## config.mk

```make
export PLATFORM = sky130hd
export DESIGN_NAME = flag_unit
export DESIGN_NICKNAME = d
export VERILOG_FILES = /design/src/rtl/wisc_pkg.sv /design/src/rtl/cond_eval.sv /design/src/rtl/flag_unit.sv
export SDC_FILE = /design/constraint.sdc
export NUM_CORES = 1
export LEC_CHECK = 0
export BUFFER_PORTS_ARGS = -buffer_cell sky130_fd_sc_hd__buf_4
export CAP_MARGIN = 20
export CORE_AREA = 10 10 47 49
export DETAILED_ROUTE_END_ITERATION = 12
export DIE_AREA = 0 0 57 59
export PLACE_DENSITY = 0.51
export SYNTH_ARGS = -nofsm -noshare
export SYNTH_HDL_FRONTEND = slang
export SYNTH_SLANG_ARGS = --single-unit
```

## constraint.sdc

```tcl
create_clock -name clk -period 1.65 [get_ports clk]
set_clock_uncertainty 0.2 [all_clocks]
set_input_delay 0.0825 -clock clk [delete_from_list [all_inputs] [get_ports clk]]
set_output_delay 0.0825 -clock clk [all_outputs]
set_load 0.01 [all_outputs]
```

## src/rtl/wisc_pkg.sv

```systemverilog
// Shared ALU op, flag index and branch condition definitions.
// Also provides the per-op flag update mask.
package wisc_pkg;

    typedef enum logic [2:0] {
        OP_ADD    = 3'b000,
        OP_SUB    = 3'b001,
        OP_PADDSB = 3'b010,
        OP_RED    = 3'b011,
        OP_SLL    = 3'b100,
        OP_SRA    = 3'b101,
        OP_ROR    = 3'b110,
        OP_XOR    = 3'b111
    } alu_op_e;

    localparam int FLAG_Z = 2;
    localparam int FLAG_V = 1;
    localparam int FLAG_N = 0;

    typedef enum logic [2:0] {
        CC_NE     = 3'b000,
        CC_EQ     = 3'b001,
        CC_GT     = 3'b010,
        CC_LT     = 3'b011,
        CC_GE     = 3'b100,
        CC_LE     = 3'b101,
        CC_OV     = 3'b110,
        CC_UNCOND = 3'b111
    } cc_e;

    typedef enum logic {
        BR_IDLE = 1'b0,
        BR_DONE = 1'b1
    } br_state_e;

    function automatic logic [2:0] flag_upd_mask(input logic [2:0] ctl);
        logic [2:0] mask;
        mask = 3'b000;
        unique case (ctl)
            OP_ADD, OP_SUB:                 mask = 3'b111;
            OP_SLL, OP_SRA, OP_ROR, OP_XOR: mask = 3'b100;
            OP_PADDSB, OP_RED:              mask = 3'b000;
        endcase
        return mask;
    endfunction

endpackage

```

## src/rtl/cond_eval.sv

```systemverilog
// Branch condition evaluator over {Z,V,N}.
// Purely combinational; shared with the predictor checker.
module cond_eval
    import wisc_pkg::*;
(
    input  logic [2:0] flags,
    input  logic [2:0] cond,
    output logic       taken
);

    logic z;
    logic v;
    logic n;

    assign z = flags[FLAG_Z];
    assign v = flags[FLAG_V];
    assign n = flags[FLAG_N];

    always_comb begin
        taken = 1'b0;
        unique case (cond)
            CC_NE:     taken = ~z;
            CC_EQ:     taken = z;
            CC_GT:     taken = ~z & ~n;
            CC_LT:     taken = n;
            CC_GE:     taken = z | (~z & ~n);
            CC_LE:     taken = n | z;
            CC_OV:     taken = v;
            CC_UNCOND: taken = 1'b1;
        endcase
    end

endmodule

```

## src/rtl/flag_unit.sv

```systemverilog
// Z/V/N flag register with per-op update masks, same-cycle
// bypass into branch evaluation, and a branch-done tracker.
module flag_unit
    import wisc_pkg::*;
#(
    parameter logic [2:0] RESET_FLAGS = 3'b000
) (
    input  logic       clk,
    input  logic       rst_n,
    input  logic [2:0] alu_ctl,
    input  logic [2:0] alu_flags,
    input  logic       alu_valid,
    input  logic       flush,
    input  logic       br_valid,
    input  logic [2:0] br_cond,
    output logic [2:0] flags_q,
    output logic       br_taken,
    output logic       br_taken_q,
    output logic       br_done
);

    logic       we;
    logic [2:0] mask;
    logic [2:0] flags_next;
    logic       cond_true;
    br_state_e  state;

    assign mask = flag_upd_mask(alu_ctl);
    assign we   = alu_valid & ~flush;

    always_comb begin
        flags_next = flags_q;
        for (int i = 0; i < 3; i++) begin
            if (we & mask[i]) begin
                flags_next[i] = alu_flags[i];
            end
        end
    end

    // Branches see this cycle's flag write, masked bits only.
    cond_eval u_cond_eval (
        .flags (flags_next),
        .cond  (br_cond),
        .taken (cond_true)
    );

    assign br_taken = br_valid & cond_true;
    assign br_done  = (state == BR_DONE);

    always_ff @(posedge clk) begin
        if (!rst_n) begin
            flags_q    <= RESET_FLAGS;
            br_taken_q <= 1'b0;
            state      <= BR_IDLE;
        end else begin
            flags_q    <= flags_next;
            br_taken_q <= br_taken;
            unique case (state)
                BR_IDLE: state <= br_valid ? BR_DONE : BR_IDLE;
                BR_DONE: state <= br_valid ? BR_DONE : BR_IDLE;
            endcase
        end
    end

endmodule

```

==> impl_metrics.yaml, run 1 <==
place:
  post-place-ws_ns: -0.1386
  io_buffers: 18
  placedCellCount: 72
  hpwl_um: 795.4
  gp_congestion: 0.6309
  placed_area_um2: 514.2
layout:
  num_antenna_cells: 0
  finalNetCount: 81
  drive_above_1_share_pct: 62.12
  fin_util_pct: 44.64
  area_growth_pct: 90.11
  fin_cells: 82
  fin_area_um2: 625.6
sta:
  report.final.slew_viol_count: 0
  fin_ws_ns: -0.1361
  min_period_ns: 1.786
  finalHoldViolCount: 0
  rsz0062_at_grt: "yes"
  slew_headroom_pct: 81.39
  worstMarginPinSlew_ns: 0.2788
  fmax_ghz: 0.5599
  final-setup-viol-count: 1
  min_period_over_period_pct: 108.3
worst_hold_path:
  min_path_type: "input port to register"
cts:
  cts_buffer_depth: 2
  clk_pin_slew_ns: 0.05
  cts_max_level: 1
  insertion_delay_ns: 0.24
  clockRootBuffer: "clkbuf_4"
  clkSinkCount: 5
  numCtsBuffers: 3
  cts_tree: "built"
pwr:
  powerDensity_nw_per_um2: 599.4
  ir_drop_uv: 446.7
  p_leak_nw: 0.2882
grt:
  grt_start_max_net_pins: 7
  grt_pass1_vias: 426
  grt_usage_pct: 6.759
  antenna_found_initial: 0
  overflow: 0
  grt_pass1_wl_um: 1787
setup_path:
  start_kind: "register"
  cp.required_ns: 1.37
  worst-path-max-fanout: 4
  cp-end-kind: "output pin"
  crit_type: "register to output pin"
  arrival_ns: 1.50
floorplanning:
  core_um2: 1401
  dieArea_um2: 3363
  rows: 14
  num_io_pins: 20
  initial_utilization_pct: 23.48
  dieWidth_um: 57
  die_y_um: 59
synthesis:
  ys_ff_latch: 5
  synth_nets: 48
  synth_area_um2: 329.1
  synthCells: 34
  yosysWarningCount: 0
  ys_types: 20
  yosysSeqAreaShare_pct: 30.42
  synth_area_per_cell_um2: 9.678
drt:
  ant_nets: 0
  first_pass_iters: 2
  post-route-drc-count: 0
  drt_iter0_markers: 3
  vias: 379
  wl_um: 1006
  via_per_inst: 4.622
  wl_per_cell_um: 12.27
status:
  violations: "negative setup slack"
  outcome: "finished with violations"
job:
  max-cap-violations: 0
==> per-layer routing <==
metal | vias to the layer above | share of wire, % | wire length, µm | global-route usage [%]
li1 | 189 | - | - | -
met1 | 174 | 38 | 383 | 6.340
met2 | 14 | 46 | 462 | 10.39
met3 | 2 | 15 | 153 | 6.438
met4 | 0 | 0.60 | 6 | 2.013
met5 | - | 0 | 0 | 0
==> power by group <==
group / leakage, nW / switching (mW) / internal (mW)
Sequential: 0.0413 / 0.00203 / 0.126
Combinational: 0.229 / 0.0413 / 0.0633
Clock: 0.0177 / 0.0542 / 0.0879
Total: 0.288 / 0.0975 / 0.277
==> metrics by stage <==
stage | power, mW | hold WS (ns) | TNS (ns)
floorplan | 0.1662 | 0.004841 | 0
detailed placement | 0.2168 | 0.1273 | -0.2023
finish | 0.3750 | 0.02276 | -0.1361
global route | 0.4087 | 0.04783 | -0.2333
global placement | 0.2169 | 0.1260 | -0.1874
CTS | 0.3782 | 0.01785 | -0.1412
==> cell usage after synthesis <==
library cell / number / share of area (%)
or2b_2: 2 / 5.3
mux2_4: 1 / 4.6
nand4_1: 1 / 1.9
mux2i_1: 2 / 6.1
inv_1: 4 / 4.6
nor4b_4: 1 / 7.2
a21boi_0: 1 / 2.3
o22ai_1: 2 / 3.8
nor2_1: 1 / 1.1
a31o_2: 1 / 2.7
and3b_1: 1 / 2.7
nor2b_1: 2 / 3.8
o311ai_1: 1 / 2.7
and2_2: 1 / 2.3
a32oi_2: 1 / 4.9
nand2_1: 4 / 4.6
nand2b_1: 1 / 1.9
a32oi_1: 1 / 2.7
dfxtp_1: 5 / 30
nand4b_2: 1 / 4.6
==> path summary, 6_finish.rpt <==
check	cells past startpoint	slack (ns)	from	end
worst max-delay path	6	-0.14	flags_q[2]	br_taken
worst min-delay path	3	0.02	br_cond[2]	br_taken_q
worst max register to register	6	0.12	flags_q[2]	br_taken_q
worst min register to register	2	0.48	flags_q[0]	flags_q[0]
==> cells by family after synthesis <==
group / Yosys count / synth area share (%)
muxes: 3 / 10.65
buffers and inverters: 4 / 4.561
AOI/OAI and AO/OA: 7 / 19.01
and+or+nand+nor: 15 / 35.36
DFF: 5 / 30.42
==> what timing repair did <==
action / in CTS / in global routing
endpoints found under the setup margin: 1 / 1
endpoints found under the hold margin: 5 / 0
buffers inserted: 2 / 0
pin swaps: 4 / 5
hold buffers: 4 / 0
gates resized for setup: 5 / 1
==> flip-flops by register name, summed over array words and instances, names as in the netlist <==
register / flops
flags_q: 3
br_done: 1
br_taken_q: 1
==> cell type report <==
class                           instances  area, µm²
Clock buffer                            3      22.52
Clock inverter                          1      5.005
Fill cell                             151      775.7
Inverter                                4      15.01
Multi-Input combinational cell         25      241.5
Sequential cell                         5      101.3
Tap cell                               16      20.02
Timing Repair Buffer                   28      220.2
==> critical path, stage by stage (launching register included) <==
cell,delay [ns]
dfxtp_2,0.33
inv_2,0.04
a31o_4,0.21
a32oi_2,0.21
o311ai_2,0.14
o22ai_1,0.18
buf_4,0.15
==> cell usage in the layout (no fill, tap or decap) <==
cell type	Yosys	layout
nor2_1	1	1
clkbuf_4	0	3
nor4b_4	1	1
nand2b_1	1	1
a31o_4	0	1
a32oi_2	1	2
nand4b_2	1	1
nor2b_1	2	2
mux2i_1	2	1
inv_2	0	1
buf_4	0	24
or2b_2	2	2
and2_2	1	1
mux2_4	1	1
nand4_1	1	1
and3b_1	1	1
dfxtp_1	5	4
inv_1	4	3
a21boi_0	1	1
mux2i_2	0	1
nand2_1	4	4
o311ai_2	0	1
dlygate4sd3_1	0	4
clkinv_2	0	1
o22ai_1	2	2
dfxtp_2	0	1
(Power assumes the default switching activity.)
==> inputs of run 2 (changes only) <==
MAX_ROUTING_LAYER = met4   (was not set)
==> run 2 against run 1 <==
The run still ends with negative setup slack left. Worst hold slack improved by 0.0021 ns. Setup slack barely moved. Maximum frequency hardly changed. Die area stayed put. Wire length about the same. Sequential power hardly changed. Core utilization stayed put. Sequential cell count is the same. Highest routed layer unchanged. Cell area did not move. Critical path type unchanged. Clock-buffer cell count is the same. Final cell count unchanged. Critical path depth did not move.
==> impl_metrics.yaml, run 2 (same netlist as run 1, synthesis figures left out) <==
layout:
  final_common_cell: "buf_4"
  finalNetCount: 81
  largest_register_ffs: 3
  final_cell_mix: "buf_4, nand2_1, dfxtp_1, dlygate4sd3_1"
  fin_cells: 82
  num_antenna_cells: 0
  fillCellCount: 151
  drive_above_1_share_pct: 62.12
  area_growth_pct: 90.11
  largest_register: "flags_q"
  multiInputGateArea_um2: 241.5
  seq_area_um2: 101.3
  fin_util_pct: 44.64
status:
  violations: "negative setup slack"
  outcome: "finished with violations"
setup_path:
  cp.required_ns: 1.37
  reg2reg_slack_ns: 0.12
  crit_path_start: "flags_q[2]"
  worst-path-max-fanout: 4
  critPathMaxStageDelay_ns: 0.33
  critical_path.top_delay_family: "compound AO/OA/AOI/OAI gates"
  arrival_ns: 1.50
  path_cells: "inv_2 -> a31o_4 -> a32oi_2 -> o311ai_2 -> o22ai_1 -> buf_4"
  worstReg2RegStart: "flags_q[2]"
  cp-end-kind: "output pin"
  crit_slowest_cell: "dfxtp_2"
  critical_path_buf_inv_count: 2
  crit_type: "register to output pin"
  start_kind: "register"
cts:
  cts_tree: "built"
  insertion_delay_ns: 0.24
  cts_buffer_depth: 2
  numCtsBuffers: 3
  cts_max_level: 1
  clkSinkCount: 5
  clk_pin_slew_ns: 0.05
  clockRootBuffer: "clkbuf_4"
sta:
  slew_headroom_pct: 81.39
  min_period_ns: 1.786
  worstMarginPinSlew_ns: 0.2788
  report.final.slew_viol_count: 0
  final-setup-viol-count: 1
  whs_ns: 0.02490
  rsz0062_at_grt: "yes"
  finalHoldViolCount: 0
  min_period_over_period_pct: 108.3
  tns_ns: -0.1363
  fin_ws_ns: -0.1363
  fmax_ghz: 0.5598
floorplanning:
  rows: 14
  num_io_pins: 20
  die_y_um: 59
  dieWidth_um: 57
  initial_utilization_pct: 23.48
  dieArea_um2: 3363
  core_um2: 1401
worst_hold_path:
  min_path_type: "input port to register"
  hp-start: "br_cond[2]"
drt:
  wl_per_cell_um: 12.26
  via_per_inst: 4.610
  drt_iter0_markers: 2
  wl_um: 1005
  first_pass_iters: 2
  vias: 378
  ant_nets: 0
  post-route-drc-count: 0
pwr:
  power.switching_mw: 0.09661
  p_leak_nw: 0.2882
  comb_power_share_pct: 28.0
  power_mw: 0.3740
  p_clk_share_pct: 37.7
  powerDensity_nw_per_um2: 597.8
  ir_drop_uv: 443.5
  power_frac_seq_pct: 34.3
  p_int_mw: 0.2774
  sw_frac_of_total_pct: 25.83
grt:
  grt_pass1_vias: 426
  grt_pass1_wl_um: 1780
  antenna_found_initial: 0
  grt_usage_pct: 6.949
  grt_start_max_net_pins: 7
  overflow: 0
job:
  max-cap-violations: 0
place:
  placedCellCount: 72
  io_buffers: 18
  hpwl_um: 795.4
  gp_congestion: 0.6359
## run 2: power groups by stage
stage	Sequential, mW	Clock (mW)	Combinational, mW
finish	0.128	0.141	0.105
global placement	0.130	0	0.0868
global route	0.129	0.166	0.114
detailed placement	0.130	0	0.0868
floorplan	0.133	0	0.0335
CTS	0.128	0.147	0.103
## run 2: worst min-delay path, delay by kind of cell
| family | cells | cell delay (ns) |
|---|---|---|
| compound gates | 2 | 0.23 |
| buf+inv | 1 | 0.10 |
## run 2: area by class of cell
class / count / share of cell area, %
Inverter: 4 / 2.400
Clock inverter: 1 / 0.8000
Sequential cell: 5 / 16.20
Multi-Input combinational cell: 25 / 38.60
Timing Repair Buffer: 28 / 35.20
Tap cell: 16 / 3.200
Clock buffer: 3 / 3.600
## run 2: final timing paths
path	end	cells past startpoint
setup / recovery	br_taken	6
hold reg to reg	flags_q[0]	2
setup reg to reg	br_taken_q	6
hold / removal	br_taken_q	3
## run 2: metrics by stage
stage	setup WS [ns]	area (µm²)
after global placement	-0.1325	514.2
after detailed placement	-0.1386	514.2
after global routing	-0.2327	625.6
final	-0.1363	625.6
after CTS	-0.1412	618.1
after floorplan	0.1403	329.1
## run 2: metal layers
metal  vias to the layer above  part of all wire, %  track usage [%]
met2                        14                   46            10.39
met4                         0                 0.80            2.013
met3                         2                   12            5.579
li1                        188                    -                -
met5                         -                    0                -
met1                       174                   42            6.818
## run 2: what timing repair did
item	4_1_cts	5_1_grt
buffers inserted	2	0
gates resized for setup	5	1
hold buffers	4	0
endpoints found under the hold margin	5	0
pin swaps	4	5
endpoints found under the setup margin	1	1
==> inputs of run 3 (changes only) <==
CELL_PAD_IN_SITES_DETAIL_PLACEMENT = 1   (was not set)
CELL_PAD_IN_SITES_GLOBAL_PLACEMENT = 2   (was not set)
CORE_AREA = not set   (was 10 10 47 49)
CORE_ASPECT_RATIO = 1.2   (was not set)
CORE_MARGIN = 10   (was not set)
CORE_UTILIZATION = 21   (was not set)
DIE_AREA = not set   (was 0 0 57 59)
PLACE_DENSITY = 0.72   (was 0.51)
==> run 3 against run 2 <==
The run still ends with negative setup slack left. Clock-buffer cell count grew 1. Sequential share of layout area shrank 1.1 points. Cell area grew 7.6%. Critical path depth is the same. Die area grew 5.8%. Total power grew 6.1%. Clock power grew 6%. Final cell count grew 4.9%. Wire length grew 22%. Critical path type unchanged. Largest power group unchanged.
==> impl_metrics.yaml, run 3 (same netlist as run 1, synthesis figures left out) <==
layout:
  fin_area_um2: 673.1
  num_antenna_cells: 0
  drive_above_1_share_pct: 63.77
  fillCellCount: 179
  largest_register_ffs: 3
  final_common_cell: "buf_4"
  largest_register: "flags_q"
  fin_cells: 86
  multiInputGateArea_um2: 260.3
  finalNetCount: 84
  seq_area_um2: 101.3
  final_cell_mix: "buf_4, dlygate4sd3_1, dfxtp_1"
  area_growth_pct: 104.6
cts:
  cts_buffer_depth: 2
  cts_max_level: 1
  clockRootBuffer: "clkbuf_4"
  cts_tree: "built"
  insertion_delay_ns: 0.25
  clkSinkCount: 5
  numCtsBuffers: 3
  clk_pin_slew_ns: 0.04
grt:
  antenna_found_initial: 0
  grt_usage_pct: 7.000
  overflow: 0
  grt_pass1_wl_um: 1925
  grt_start_max_net_pins: 7
  grt_pass1_vias: 452
setup_path:
  crit_slowest_cell: "dfxtp_2"
  critical_path_buf_inv_count: 2
  crit_type: "register to output pin"
  reg2reg_slack_ns: 0.12
  start_kind: "register"
  worst-path-max-fanout: 5
  arrival_ns: 1.54
  path_cells: "inv_2 -> a31o_4 -> a32oi_2 -> o311ai_4 -> o22ai_2 -> buf_4"
  critical_path.top_delay_family: "compound AO/OA/AOI/OAI gates"
  critPathMaxStageDelay_ns: 0.33
  cp-end-kind: "output pin"
  cp.required_ns: 1.37
place:
  hpwl_um: 872.7
  gp_congestion: 0.7274
  io_buffers: 18
  placedCellCount: 74
  placed_area_um2: 523.0
  post-place-ws_ns: -0.2387
sta:
  final-setup-viol-count: 1
  report.final.slew_viol_count: 0
  worstMarginPinSlew_ns: 0.2834
  fin_ws_ns: -0.1735
  slew_headroom_pct: 81.05
  min_period_over_period_pct: 110.5
  fmax_ghz: 0.5484
  min_period_ns: 1.824
  finalHoldViolCount: 0
  rsz0062_at_grt: "yes"
drt:
  wl_per_cell_um: 14.30
  post-route-drc-count: 0
  vias: 405
  wl_um: 1230
  drt_iter0_markers: 3
  ant_nets: 0
  via_per_inst: 4.709
  first_pass_iters: 2
floorplanning:
  core_um2: 1464
  dieWidth_um: 56.14
  die_y_um: 63.37
  num_io_pins: 20
  initial_utilization_pct: 22.48
  dieArea_um2: 3557
  rows: 15
pwr:
  p_clk_share_pct: 37.5
  comb_power_share_pct: 30.2
  powerDensity_nw_per_um2: 589.3
  p_int_mw: 0.2896
  power_frac_seq_pct: 32.4
  power.switching_mw: 0.1071
  p_leak_nw: 0.3052
  power_mw: 0.3967
  ir_drop_uv: 260.7
  sw_frac_of_total_pct: 26.99
status:
  outcome: "finished with violations"
  violations: "negative setup slack"
job:
  max-cap-violations: 0
worst_hold_path:
  min_path_type: "input port to register"
-- run 3: cell types whose count changed in the layout (fill, tap and decap cells not counted), sizes merged --
cell,delta
buf,+2
clkbuf,+1
clkinv,-1
dlygate4sd3,+1
-- run 3: power groups by stage --
| stage | registers, mW | clock network (mW) | logic [mW] |
|---|---|---|---|
| floorplan | 0.133 | 0 | 0.0335 |
| global placement | 0.130 | 0 | 0.0887 |
| detailed placement | 0.130 | 0 | 0.0890 |
| CTS | 0.128 | 0.156 | 0.108 |
| global route | 0.129 | 0.160 | 0.131 |
| finish | 0.128 | 0.149 | 0.120 |
-- run 3: what timing repair did --
action | in CTS | in global routing
setup endpoints to repair | 1 | 2
cloned | 0 | 0
endpoints found under the hold margin | 5 | 2
hold buffers | 5 | 1
setup buffers | 2 | 1
pin swaps | 4 | 4
resized for setup | 6 | 4
-- run 3: worst paths after layout --
| kind | startpoint | to | depth (start not counted) |
|---|---|---|---|
| max | flags_q[2] | br_taken | 6 |
| min | alu_flags[1] | flags_q[1] | 4 |
| min reg2reg | flags_q[2] | flags_q[2] | 3 |
| max reg2reg | flags_q[2] | br_taken_q | 6 |
-- run 3: stage by stage --
step / hold WS [ns] / utilization [%] / setup TNS, ns
6_report: 0.06538 / 45.98 / -0.1735
3_5_place_dp: 0.1325 / 35.73 / -0.3717
2_1_floorplan: 0.004841 / - / 0
3_3_place_gp: 0.1272 / 35.73 / -0.3577
5_1_grt: 0.1227 / 45.98 / -0.2372
4_1_cts: 0.03601 / 43.93 / -0.3258
-- run 3: worst min-delay path, cell delays in order --
cell     delay, ns
buf_4         0.08
mux2i_2       0.07
buf_4         0.13
nor2b_1       0.10
-- run 3: cell type report --
cell class | instances | share of cell area [%]
multi-input cells | 25 | 38.66
clock buffers | 4 | 3.903
flip-flops and latches | 5 | 15.06
repair buffers | 31 | 36.99
inverters | 4 | 2.230
well taps | 17 | 3.160
-- run 3: per-layer routing --
metal	track usage (%)	vias to the layer above	share of wire (%)
li1	-	194	-
met4	4.518	0	1.2
met2	11.25	16	50
met1	6.512	193	41
met5	-	-	0
met3	3.407	2	7.3
